==> config.mk <==
export PLATFORM = sky130hd
export DESIGN_NAME = rs_encoder_255_251
export DESIGN_NICKNAME = d
export VERILOG_FILES = /design/src/rtl/rs_encoder_255_251.sv
export SDC_FILE = /design/constraint.sdc
export NUM_CORES = 1
export LEC_CHECK = 0
export BUFFER_PORTS_ARGS = -buffer_cell sky130_fd_sc_hd__buf_2
export CAP_MARGIN = 20
export CORE_MARGIN = 1
export CORE_UTILIZATION = 45
export CTS_BUF_LIST = sky130_fd_sc_hd__clkbuf_16
export DETAILED_ROUTE_END_ITERATION = 12
export SLEW_MARGIN = 20
export SYNTH_ARGS = -nofsm -noshare
export SYNTH_HDL_FRONTEND = slang
export SYNTH_SLANG_ARGS = --single-unit
==> constraint.sdc <==
create_clock -name clk -period 2.4 [get_ports clk]
set_clock_uncertainty 0.15 [all_clocks]
set_input_delay 0.48 -clock clk [delete_from_list [all_inputs] [get_ports clk]]
set_output_delay 0.48 -clock clk [all_outputs]
set_load 0.03 [all_outputs]
==> src/rtl/rs_encoder_255_251.sv <==
// ---------------------------------------------------------------------------
// rs_encoder_255_251
//
// Systematic Reed-Solomon RS(255,251) encoder over GF(2^8), t = 2.
// Data bytes framed by din_sop/din_eop are echoed one cycle later and the
// four parity bytes (P3 first, P0 last) follow directly after the last data
// byte. While parity is being emitted busy is high and input is ignored.
//
// Field: primitive polynomial x^8+x^4+x^3+x^2+1 (0x11D), alpha = 0x02.
// Generator: g(x) = x^4 + 15x^3 + 54x^2 + 120x + 64.
//
// Ports:
//   clk       in   clock, rising edge
//   rst_n     in   asynchronous active-low reset
//   din_val   in   input byte valid
//   din_sop   in   first data byte of a block
//   din_eop   in   last data byte of a block
//   din[7:0]  in   data byte
//   dout_val  out  output byte valid (data or parity)
//   dout_sop  out  first output byte of the codeword
//   dout_eop  out  last parity byte
//   dout[7:0] out  codeword byte
//   busy      out  high while parity is emitted (input ignored)
//
// Build option:
//   RS_ENC_OUT_REG_EN  adds a second register stage on dout/dout_val/
//                      dout_sop/dout_eop (+1 cycle latency, busy unchanged).
// ---------------------------------------------------------------------------
module rs_encoder_255_251 #(
  parameter int NN = 255,
  parameter int KK = 251,
  parameter int TT = 2
) (
  input  logic       clk,
  input  logic       rst_n,
  input  logic       din_val,
  input  logic       din_sop,
  input  logic       din_eop,
  input  logic [7:0] din,
  output logic       dout_val,
  output logic       dout_sop,
  output logic       dout_eop,
  output logic [7:0] dout,
  output logic       busy
);

  // Symbol counter wide enough to hold a full codeword length.
  localparam int CW = $clog2(NN + 1);
  // Index of the last parity byte within the parity phase.
  localparam logic [1:0] PAR_LAST = 2'(2 * TT - 1);
  localparam logic [CW-1:0] KK_CNT = CW'(KK);

  typedef enum logic [1:0] {
    S_IDLE = 2'd0,
    S_DATA = 2'd1,
    S_PAR  = 2'd2
  } state_t;

  // -------------------------------------------------------------------------
  // GF(2^8) multiply. Every call below has a constant second operand, so
  // this folds into a fixed XOR network on the first operand.
  // -------------------------------------------------------------------------
  function automatic logic [7:0] gf_mul(input logic [7:0] a, input logic [7:0] b);
    logic [7:0] acc;
    logic [7:0] x;
    acc = 8'h00;
    x   = a;
    for (int i = 0; i < 8; i++) begin
      if (b[i]) acc = acc ^ x;
      x = {x[6:0], 1'b0} ^ (x[7] ? 8'h1D : 8'h00);
    end
    return acc;
  endfunction

  // Generator coefficient feeding register r<i>.
  function automatic logic [7:0] gen_coef(input int i);
    logic [7:0] c;
    case (i)
      0:       c = 8'd64;
      1:       c = 8'd120;
      2:       c = 8'd54;
      default: c = 8'd15;
    endcase
    return c;
  endfunction

  // -------------------------------------------------------------------------
  // State
  // -------------------------------------------------------------------------
  state_t          state_reg,    state_next;
  logic [1:0]      par_cnt_reg,  par_cnt_next;
  logic [CW-1:0]   sym_cnt_reg,  sym_cnt_next;
  logic [3:0][7:0] lfsr_reg,     lfsr_next;

  logic [7:0]      dout_reg,     dout_next;
  logic            dout_val_reg, dout_val_next;
  logic            dout_sop_reg, dout_sop_next;
  logic            dout_eop_reg, dout_eop_next;

  // -------------------------------------------------------------------------
  // LFSR datapath
  // -------------------------------------------------------------------------
  logic            accept;
  logic            restart;
  logic [3:0][7:0] lfsr_base;
  logic [3:0][7:0] lfsr_upd;
  logic [3:0][7:0] lfsr_shift;
  logic [3:0][7:0] fb_prod;
  logic [7:0]      fb;
  logic [CW-1:0]   sym_cnt_inc;

  assign busy    = (state_reg == S_PAR);
  assign accept  = din_val && !busy;
  // A sop byte always starts from an empty remainder, whether it opens a
  // block from IDLE or restarts one in the middle of DATA.
  assign restart = accept && din_sop;

  assign lfsr_base   = restart ? '0 : lfsr_reg;
  assign fb          = din ^ lfsr_base[3];
  assign lfsr_shift  = {lfsr_reg[2:0], 8'h00};
  assign sym_cnt_inc = restart ? CW'(1) : sym_cnt_reg + CW'(1);

  for (genvar gi = 0; gi < 4; gi++) begin : g_tap
    assign fb_prod[gi] = gf_mul(fb, gen_coef(gi));
    if (gi == 0) begin : g_first
      assign lfsr_upd[gi] = fb_prod[gi];
    end else begin : g_rest
      assign lfsr_upd[gi] = lfsr_base[gi-1] ^ fb_prod[gi];
    end
  end

  // -------------------------------------------------------------------------
  // Next-state and output-register logic
  // -------------------------------------------------------------------------
  always_comb begin
    state_next    = state_reg;
    par_cnt_next  = par_cnt_reg;
    sym_cnt_next  = sym_cnt_reg;
    lfsr_next     = lfsr_reg;
    dout_next     = dout_reg;
    dout_val_next = 1'b0;
    dout_sop_next = 1'b0;
    dout_eop_next = 1'b0;

    case (state_reg)
      S_IDLE: begin
        // Bytes arriving without sop outside a block are dropped.
        if (restart) begin
          lfsr_next     = lfsr_upd;
          sym_cnt_next  = sym_cnt_inc;
          dout_next     = din;
          dout_val_next = 1'b1;
          dout_sop_next = 1'b1;
          if (din_eop || sym_cnt_inc == KK_CNT) begin
            state_next   = S_PAR;
            par_cnt_next = 2'd0;
          end else begin
            state_next = S_DATA;
          end
        end
      end

      S_DATA: begin
        if (accept) begin
          lfsr_next     = lfsr_upd;
          sym_cnt_next  = sym_cnt_inc;
          dout_next     = din;
          dout_val_next = 1'b1;
          dout_sop_next = din_sop;
          // A full block closes itself even if eop never arrives.
          if (din_eop || sym_cnt_inc == KK_CNT) begin
            state_next   = S_PAR;
            par_cnt_next = 2'd0;
          end
        end
      end

      S_PAR: begin
        // Shift the remainder out MSB register first; zero-fill so the
        // LFSR is empty by the time the block finishes.
        dout_next     = lfsr_reg[3];
        dout_val_next = 1'b1;
        lfsr_next     = lfsr_shift;
        par_cnt_next  = par_cnt_reg + 2'd1;
        if (par_cnt_reg == PAR_LAST) begin
          dout_eop_next = 1'b1;
          state_next    = S_IDLE;
        end
      end

      default: begin
        state_next = S_IDLE;
      end
    endcase
  end

  always_ff @(posedge clk or negedge rst_n) begin
    if (!rst_n) begin
      state_reg    <= S_IDLE;
      par_cnt_reg  <= 2'd0;
      sym_cnt_reg  <= '0;
      lfsr_reg     <= '0;
      dout_reg     <= 8'h00;
      dout_val_reg <= 1'b0;
      dout_sop_reg <= 1'b0;
      dout_eop_reg <= 1'b0;
    end else begin
      state_reg    <= state_next;
      par_cnt_reg  <= par_cnt_next;
      sym_cnt_reg  <= sym_cnt_next;
      lfsr_reg     <= lfsr_next;
      dout_reg     <= dout_next;
      dout_val_reg <= dout_val_next;
      dout_sop_reg <= dout_sop_next;
      dout_eop_reg <= dout_eop_next;
    end
  end

  // -------------------------------------------------------------------------
  // Output stage
  // -------------------------------------------------------------------------
`ifdef RS_ENC_OUT_REG_EN
  logic [7:0] dout_q_reg;
  logic       dout_val_q_reg;
  logic       dout_sop_q_reg;
  logic       dout_eop_q_reg;

  // Extra retiming stage; busy stays tied to the FSM so the source sees
  // the same back-pressure window as the single-stage build.
  always_ff @(posedge clk or negedge rst_n) begin
    if (!rst_n) begin
      dout_q_reg     <= 8'h00;
      dout_val_q_reg <= 1'b0;
      dout_sop_q_reg <= 1'b0;
      dout_eop_q_reg <= 1'b0;
    end else begin
      dout_q_reg     <= dout_reg;
      dout_val_q_reg <= dout_val_reg;
      dout_sop_q_reg <= dout_sop_reg;
      dout_eop_q_reg <= dout_eop_reg;
    end
  end

  assign dout     = dout_q_reg;
  assign dout_val = dout_val_q_reg;
  assign dout_sop = dout_sop_q_reg;
  assign dout_eop = dout_eop_q_reg;
`else
  assign dout     = dout_reg;
  assign dout_val = dout_val_reg;
  assign dout_sop = dout_sop_reg;
  assign dout_eop = dout_eop_reg;
`endif

endmodule

# After elaboration in Yosys (flattened, before gate mapping)
# Index checks and enable logic that the tools add are counted.
# classes
mux	34
n_bitwise	19
eq_ne	8
n_addsub	2
reduce_logical	10
# op_table
operator	count
$xor 8x8->8	13
$mux 32	3
$pmux 32 s3	1
$xor 8x5->8	6
$mux 8	5
$mux 5	6
$pmux 8 s3	1
$mux 2	8
$pmux 8 s2	1
$pmux 2 s3	2
$add 8x1->8 const B	1
$eq 8x8->1 const B	1
$ne 2x2->1 const B	3
$reduce_and 3->1	2
$mux 1	5
$eq 2x2->1 const B	2
$reduce_and 4->1	1
$pmux 1 s3	1
$reduce_bool 3->1	1
$add 2x1->2 const B	1
$eq 2x1->1 const B	1
$logic_and 1x1->1	2
$logic_not 2->1	1
$ne 2x1->1 const B	1
4 further kinds	4
# word_totals
in_bits	13
regBits	55
output_inout_bits	12
elab_cells	84

# Depth between registers and ports, before layout
# Gate-level depths: netlist (run 1).
# depth
word_depth	22
ltp_mapped	11
depth_no_buf	9

# Least setup slack after synthesis (run 1)
# No wires, ideal clock.
# synth_timing
path_kind	reg-to-reg
startpoint	register state_reg[0]
endpoint	register lfsr_reg[14] (netlist bit)
t_required_ns	2.124
arrival_time_ns	2.327
period_less_slack_ns	2.603
stages_incl_launch_ff	12
setup_slack_ns	-0.203
path_buffers	2
setup_time_ns	0.126
path_cell_list	dfrtp_1 -> nand2b_1 -> buf_4 -> inv_4 -> buf_6 -> o21ai_1 -> xnor2_1 -> xnor2_2 -> xor2_1 -> xnor2_1 -> a21o_1 -> a221o_1
# synth_via
elab_chain_cells	17
word_cells_on_any_way	29
cone_classes	eq/ne: 4; mux: 8; bitwise: 11; reduce/logical: 6
# synth_lines
item	line	source
start, declared	90	state_t state_reg, state_next;
start signal, assigned	208	state_reg <= state_next;
$eq 2x2->1	112, 145	
$logic_not 1->1	113	assign accept = din_val && !busy;
$logic_and 1x1->1	113	
$logic_and 1x1->1	116	assign restart = accept && din_sop;
$mux 32	118	assign lfsr_base = restart ? '0 : lfsr_reg;
$xor 8x8->8	119	assign fb = din ^ lfsr_base[3];
$mux 5 / $xor 8x5->8 (equally long branches)	70	x = {x[6:0], 1'b0} ^ (x[7] ? 8'h1D : 8'h00);
$xor 8x5->8 / $mux 5 (equally long branches) (2 in a row)	70	
$xor 8x5->8 / $mux 5 (equally long branches)	--	
$xor 8x5->8	--	
$xor 8x8->8 / $xor 8x5->8 (equally long branches) (2 in a row)	--	
$xor 8x8->8	69	if (b[i]) acc = acc ^ x;
$xor 8x8->8	128	assign lfsr_upd[gi] = lfsr_base[gi-1] ^ fb_prod[gi];
$mux 32, on equally long branches	164, 148	
$pmux 32 s3	145	case (state_reg)
end signal, assigned	211	lfsr_reg <= lfsr_next;
end, declared	93	logic [3:0][7:0] lfsr_reg, lfsr_next;
# Parallel ways exist; a longest one is shown, timed or not. The select of a mux whose other input is x is not followed.
# A chain may end at the register's enable or synchronous reset.

# Worst setup path after layout (run 1)
# layout_timing
startpoint	register state_reg[1]
endpoint	register lfsr_reg[15] (netlist bit)
# layout_via
elab_chain_cells	17
word_cells_on_any_way	28
cone_classes	eq/ne: 4; mux: 7; bitwise: 11; reduce/logical: 6
# layout_lines
item	line
$eq 2x2->1	112, 145
$logic_not 1->1	113
$logic_and 1x1->1	113
$logic_and 1x1->1	116
$mux 32	118
$xor 8x8->8	119
$mux 5 / $xor 8x5->8 (equally long branches)	70
$xor 8x5->8 / $mux 5 (equally long branches) (2 in a row)	70
$xor 8x5->8	70
$xor 8x5->8	--
$xor 8x8->8 / $xor 8x5->8 (equally long branches) (2 in a row)	--
$xor 8x8->8	69
$xor 8x8->8	128
$mux 32, on equally long branches	164, 148
$pmux 32 s3	145
# Parallel ways exist; a longest one is shown, timed or not. The select of a mux whose other input is x is not followed.

==> flow_metrics.py, run 1 <==
metrics = {
    "outcome": {
        "status": "finished with violations",
        "violations": "negative setup slack",
    },
    "cells_and_area": {
        "multi_input_area_um2": 2260,
        "area_growth_pct": 29.2,
        "regArea_um2": 1380,
        "fin_nets": 475,
        "fillCellCount": 669,
        "final_cell_count_no_fill": 563,
        "antenna_cells": 0,
        "post-route-util_pct": 60.0,
        "drive_above_1_share_pct": 28.4,
        "largest_reg_flops": 32,
    },
    "global_route": {
        "grt_pass1_vias": 2908,
        "antenna_found_initial": 0,
        "grt-ovfl-total": 0,
        "grt_pass1_wl_mm": 15.0,
        "grt_use_total_pct": 23.1,
        "grt_max_degree": 42,
    },
    "setup_path": {
        "critPathKind": "flop to flop",
        "cp_data_arrival_time_ns": 2.47,
        "rr_worst_depth": 11,
        "critPathMaxFanout": 13,
        "rrSetupSlack_ns": -0.0008,
        "worst-endpoint-required_ns": 2.47,
        "worst_setup_path_start_kind": "flop",
        "rr_startpoint": "state_reg[1]",
        "reg2reg_to": "lfsr_reg[15]",
        "max_stage_delay_ns": 0.42,
        "worst_path_most_repeated_cell": "xnor2_4",
        "worst_setup_path_end_kind": "flop",
        "worstPathCellList": "nand2b_4 > inv_8 > buf_6 > o21ai_4 > xor2_4 > xnor2_4 > xnor2_4 > xnor2_1 > buf_4 > o21a_1 > o21ai_1",
        "critPathSlowestCell": "dfrtp_1",
    },
    "clocking": {
        "cts_tree": "built",
        "cts_root_buf": "clkbuf_16",
        "cts_buffer_depth": 2,
        "cts_buffers": 5,
        "htreeDepth": 2,
        "clock-sinks": 55,
        "clk_latency_ns": 0.30,
        "clk_pin_slew_worst_paths_ns": 0.07,
    },
    "floorplan": {
        "row_count": 32,
        "core_area_um2": 7690,
        "fp.dieW_um": 91.1,
        "initial_core_util_pct": 46.5,
        "die_y_um": 91.1,
        "io_pins": 25,
        "die_area_um2": 8300,
    },
    "synthesis": {
        "ys.flop_type": "dfrtp_1",
        "synth-simple-area-share_pct": 13.1,
        "syn_inst": 388,
        "synth_cell_type_count": 45,
        "synth_xor_area_share_pct": 21.4,
        "synthAdderAreaFrac_pct": 0.701,
        "synth_top_family_by_area": "XOR/XNOR gates",
        "synth_edf_count": 0,
        "ys_ff_latch": 55,
        "synth_compound_area_share_pct": 20.9,
        "ys.warnings.count": 0,
        "ys_async_sr_fraction_pct": 100,
        "synthMuxAreaShare_pct": 1.75,
        "syn_area_per_cell_um2": 9.20,
        "ys_seq_area_share_pct": 38.5,
        "netlist_area_um2": 3570,
        "syn-num-nets": 403,
    },
    "route": {
        "ant_nets": 0,
        "vias": 2996,
        "drt_wl_total_mm": 8.93,
        "dr.pass1.iters": 4,
        "vias_per_cell": 5.32,
        "wl_per_cell_um": 15.9,
        "drt_iter0_drc": 165,
        "drc": 0,
    },
    "place": {
        "gp_congestion": 0.813,
        "hpwl_mm": 6.51,
        "dpl.cell_count": 544,
        "io_buffers": 24,
    },
    "timing": {
        "rsz0062_at_grt": "true",
        "drv_slew": 0,
        "slew_headroom_pct": 63.6,
        "setup_viol": 1,
        "timing.final.crit_period_ns": 2.40,
        "timing.fmax_mhz": 417,
        "period_share_pct": 100,
        "setup_ws_ns": -0.000826,
        "hold_violations": 0,
        "worst_pin_slew_ns": 0.545,
    },
    "min_path": {
        "holdCritPathClass": "primary input to async pin",
    },
    "run": {
        "drv_cap": 0,
    },
}
[repair_timing]
item | 4_1_cts | 5_1_grt
resized for setup | 7 | 8
hold buffers | 0 | 0
setup endpoints to repair | 11 | 18
pin swaps | 10 | 9
buffers inserted | 5 | 6
[layer usage]
| layer | GRT usage, % | part of all wire (%) |
|---|---|---|
| met5 | 0 | 0 |
| met4 | 6.48 | 1.4 |
| met3 | 3.18 | 2.8 |
| met2 | 38.1 | 48 |
| met1 | 31.6 | 48 |
[cells in the final DEF, fill, tap and decap left out, types with 5 or more instances in the layout]
cell / netlist / layout
xnor2_4: 1 / 5
xnor2_2: 5 / 7
buf_12: 0 / 5
inv_1: 6 / 6
xor2_1: 21 / 17
o21ai_1: 7 / 5
nand2_1: 58 / 58
nand3_1: 21 / 21
a211oi_1: 7 / 7
o21ai_4: 2 / 5
a21oi_1: 15 / 15
clkbuf_16: 0 / 5
xor2_2: 4 / 5
xnor2_1: 37 / 31
a22oi_1: 19 / 19
o21ai_0: 49 / 48
nor2_1: 11 / 11
dfrtp_1: 55 / 55
buf_2: 1 / 24
xor2_4: 3 / 6
buf_4: 1 / 57
[critical path: cells and delay by family (launching register included)]
family / cells / cell delay (ns)
buffers and inverters: 3 / 0.35
AND/OR/NAND/NOR: 1 / 0.11
AO/OA/AOI/OAI: 3 / 0.48
XOR/XNOR: 4 / 0.80
flip-flops: 1 / 0.42
[area by class of cell]
class                   count  area share, %
multi-input cells         303           49.0
flip-flops and latches     55           29.8
repair buffers             88           14.5
well taps                 102           2.77
clock buffers               5           2.71
inverters                   7          0.732
clock inverters             3          0.407
[worst max path at each step]
stage,end,cells after the start,from
final,lfsr_reg[15],11,state_reg[1]
after global routing,lfsr_reg[30],10,state_reg[1]
after CTS,lfsr_reg[30],10,state_reg[1]
after detailed placement,lfsr_reg[9],10,din_sop
after global placement,lfsr_reg[9],10,din_sop
after floorplan,lfsr_reg[14],11,state_reg[0]
[stage by stage]
step	hold WS [ns]	area, um2	TNS, ns	setup slack [ns]
global placement	0.306	4270	-1.66	-0.178
CTS	0.0356	4500	-0.0738	-0.0337
global route	0.0603	4610	-0.851	-0.145
finish	0.00839	4610	-0.000826	-0.000826
floorplan	0.0344	3680	-0.0360	-0.0360
detailed placement	0.308	4270	-2.14	-0.190
[synth_stat cells (2+ instances only)]
library cell,count,share of area [%]
o21ai_1,7,0.98
a21oi_1,15,2.1
a21o_1,2,0.42
xnor2_2,5,2.3
o21ai_4,2,0.91
and3_1,4,0.70
clkbuf_1,19,2.0
o21ai_0,49,6.9
dfrtp_1,55,39
and2_1,2,0.35
o21a_1,3,0.63
o21ai_2,3,0.74
mux2i_1,4,1.1
a211oi_1,7,1.5
a22oi_1,19,4.0
xnor2_1,37,9.1
o22ai_1,4,0.70
nand3_1,21,2.9
ha_1,2,0.70
nand2_1,58,6.1
inv_1,6,0.63
nor2_1,11,1.2
xor2_2,4,1.8
nand3b_1,2,0.42
nand2b_1,4,0.70
xor2_4,3,2.3
xor2_1,21,5.2
a221o_1,2,0.56
[logic make-up after synthesis]
logic type | Yosys count
buffers and inverters | 30
AND/OR/NAND/NOR | 106
AO/OA/AOI/OAI | 119
flip-flops | 55
XOR/XNOR | 71
multiplexers | 5
adder cells (fa/ha/maj) | 2
Power of run 1 is left out: the tool's default activity adds up to more than one toggle a clock period on the data nets, which glitch-free logic cannot reach.
==> inputs of run 2 (changes only) <==
--- a/config.mk
+++ b/config.mk
@@ -5,6 +5,7 @@
 export SDC_FILE = /design/constraint.sdc
 export NUM_CORES = 1
 export LEC_CHECK = 0
+export ABC_AREA = 1
 export BUFFER_PORTS_ARGS = -buffer_cell sky130_fd_sc_hd__buf_2
 export CAP_MARGIN = 20
 export CORE_MARGIN = 1
==> constraint.sdc (replaced) <==
create_clock -name clk -period 3.1 [get_ports clk]
set_clock_uncertainty 0.15 [all_clocks]
set_input_delay 0.62 -clock clk [delete_from_list [all_inputs] [get_ports clk]]
set_output_delay 0.62 -clock clk [all_outputs]
set_load 0.03 [all_outputs]
==> run 2 against run 1 <==
Effect of this change: the flow now finishes without violations; core utilization decreased by 8.3 points; die area increased by 9.9%; cell count rose by 26%; setup slack gained 0.38 ns; final area is 6.5% lower; hold slack better by 0.27 ns; routed wire length rose by 17%; non-clock buffer count is 53 lower; area after synthesis rose by 10%; highest routed layer unchanged.
==> flow_metrics.py, run 2 <==
metrics = {
    "synthesis": {
        "yosys-top-cells-area": "dfrtp_1 35%, nand2_1 21%, nand3_1 10%",
        "ys_ff_latch": 55,
        "synth_top_cells_by_count": "217 x nand2_1, 80 x nand3_1, 55 x dfrtp_1",
        "synth_top_cell_by_area": "dfrtp_1",
        "ys.flop_type": "dfrtp_1",
        "ys_seq_area_share_pct": 35.0,
        "synth_most_common_cell": "nand2_1",
        "netlist.area_leader.share_pct": 35.0,
        "ys_async_sr_fraction_pct": 100,
        "syn-num-nets": 594,
        "syn_inst": 579,
        "netlist_area_um2": 3930,
        "synth_cell_type_count": 36,
        "synth_edf_count": 0,
        "syn_area_per_cell_um2": 6.79,
        "ys.warnings.count": 0,
    },
    "timing": {
        "timing.fmax_mhz": 368,
        "rsz0062_at_grt": "false",
        "slew_headroom_pct": 44.2,
        "period_share_pct": 87.7,
        "timing.final.crit_period_ns": 2.72,
        "hold_slack_ns": 0.276,
        "hold_violations": 0,
        "setup_viol": 0,
        "setup_tns_ns": 0,
        "drv_slew": 0,
        "worst_pin_slew_ns": 0.837,
        "setup_ws_ns": 0.380,
    },
    "place": {
        "hpwl_mm": 7.76,
        "dpl_cell_area_um2": 4170,
        "gp_congestion": 0.904,
        "dp_slack_ns": 0.0760,
        "io_buffers": 24,
        "dpl.cell_count": 702,
    },
    "global_route": {
        "grt_pass1_wl_mm": 17.1,
        "grt-ovfl-total": 0,
        "grt_pass1_vias": 3468,
        "grt_max_degree": 36,
        "antenna_found_initial": 0,
        "grt_use_total_pct": 24.7,
    },
    "route": {
        "drt_wl_total_mm": 10.4,
        "drt_iter0_drc": 196,
        "vias_per_cell": 5.29,
        "drc": 0,
        "vias": 3757,
        "wl_per_cell_um": 14.7,
        "dr.pass1.iters": 6,
        "ant_nets": 0,
    },
    "clocking": {
        "post-cts-setup-buffers": 0,
        "htreeDepth": 2,
        "cts_buffers": 5,
        "cts_root_buf": "clkbuf_16",
        "clock-sinks": 55,
        "clk_pin_slew_worst_paths_ns": 0.07,
        "holdBufCountCts": 0,
        "clk_latency_ns": 0.29,
        "cts_tree": "built",
        "cts_resized": 0,
        "cts_buffer_depth": 2,
    },
    "cells_and_area": {
        "largest_reg_flops": 32,
        "area_growth_pct": 9.70,
        "final_common_cell": "nand2_1",
        "finalInstanceArea_um2": 4310,
        "drive_above_1_share_pct": 13.9,
        "final_cell_count_no_fill": 710,
        "final_cell_mix": "217 x nand2_1, 80 x nand3_1, 55 x dfrtp_1",
        "post-route-util_pct": 51.7,
        "antenna_cells": 0,
        "fin_nets": 619,
    },
    "setup_path": {
        "reg2reg_to": "lfsr_reg[15]",
        "crit_start": "din_val",
        "rrSetupSlack_ns": 0.43,
        "critPathKind": "primary input to flop",
        "worst_setup_path_end_kind": "flop",
        "worst_setup_path_start_kind": "primary input",
        "rr_worst_depth": 17,
        "worst-endpoint-required_ns": 3.18,
        "rr_startpoint": "state_reg[0]",
        "cp_data_arrival_time_ns": 2.80,
        "critPathMaxFanout": 34,
    },
    "floorplan": {
        "io_pins": 25,
        "initial_core_util_pct": 47.1,
        "row_count": 33,
        "die_area_um2": 9120,
        "die_y_um": 95.5,
        "fp.dieW_um": 95.5,
        "core_area_um2": 8340,
    },
    "power": {
        "ir_drop_uv": 450,
        "p_per_area_nw_per_um2": 1330,
        "p_total_mw": 5.72,
        "leakage_nw": 2.24,
    },
    "run": {
        "drv_cap": 0,
    },
    "outcome": {
        "status": "completed",
    },
    "min_path": {
        "holdCritPathClass": "primary input to async pin",
    },
}
[run 2: cell count changes after synthesis, sizes merged, moves of 12 or more]
cell | previous run | this run
o21ai | 61 | 35
nand4 | 0 | 12
xnor2 | 43 | 10
a22oi | 19 | 1
xor2 | 28 | 8
inv | 7 | 59
nand3 | 21 | 84
nand2 | 59 | 247
[run 2: area by class of cell]
type | count | area (um2)
repair buffers | 35 | 203
multi-input cells | 447 | 2240
well taps | 105 | 131
clock buffers | 5 | 125
fillers | 858 | 4030
inverters | 60 | 225
clock inverters | 3 | 15.0
flip-flops and latches | 55 | 1380
[run 2: how the worst max path moves through the flow]
stage | to | slack [ns] | cells after the start
after floorplan | lfsr_reg[22] | 0.77 | 16
final | lfsr_reg[15] | 0.38 | 18
after detailed placement | lfsr_reg[15] | 0.08 | 18
after CTS | lfsr_reg[15] | 0.38 | 18
after global routing | lfsr_reg[15] | 0.06 | 18
after global placement | lfsr_reg[21] | 0.17 | 17
[run 2: critical path: stages]
cell and delay [ns]:
buf_2 0.11, nand2_1 0.07, inv_1 0.07, nand2_4 0.32, nand3_1 0.15, nand2_2 0.25
nand2_1 0.10, nand2_2 0.13, nand2_1 0.07, nand2_2 0.15, inv_2 0.09, nand2_1 0.12
nand2_1 0.08, nand2_1 0.10, nand3_1 0.10, o21ai_1 0.11, nand3_1 0.09, nand2_1 0.08
[run 2: layer usage]
layer | vias up | share of wire (%) | global-route usage, %
met5 | - | 0 | 0
met4 | 0 | 1.2 | 5.85
met3 | 10 | 3.0 | 2.39
met2 | 73 | 47 | 42.5
met1 | 1760 | 49 | 33.3
li1 | 1914 | - | -
[run 2: cells by family after synthesis]
kind of cell / after synthesis / synth area share, %
AND/OR/NAND/NOR: 369 / 42.8
buffers and inverters: 77 / 8.08
AO/OA/AOI/OAI: 58 / 8.53
flip-flops: 55 / 35.0
XOR/XNOR: 18 / 4.96
adder cells (fa/ha/maj): 2 / 0.636
[run 2: power breakdown]
part	switching (mW)	total (mW)	leakage (nW)	internal [mW]
logic	2.57	3.86	1.49	1.29
clock network	0.263	0.558	0.0649	0.295
registers	0.229	1.30	0.682	1.08
No activity file was read; power rests on OpenSTA's default activity.
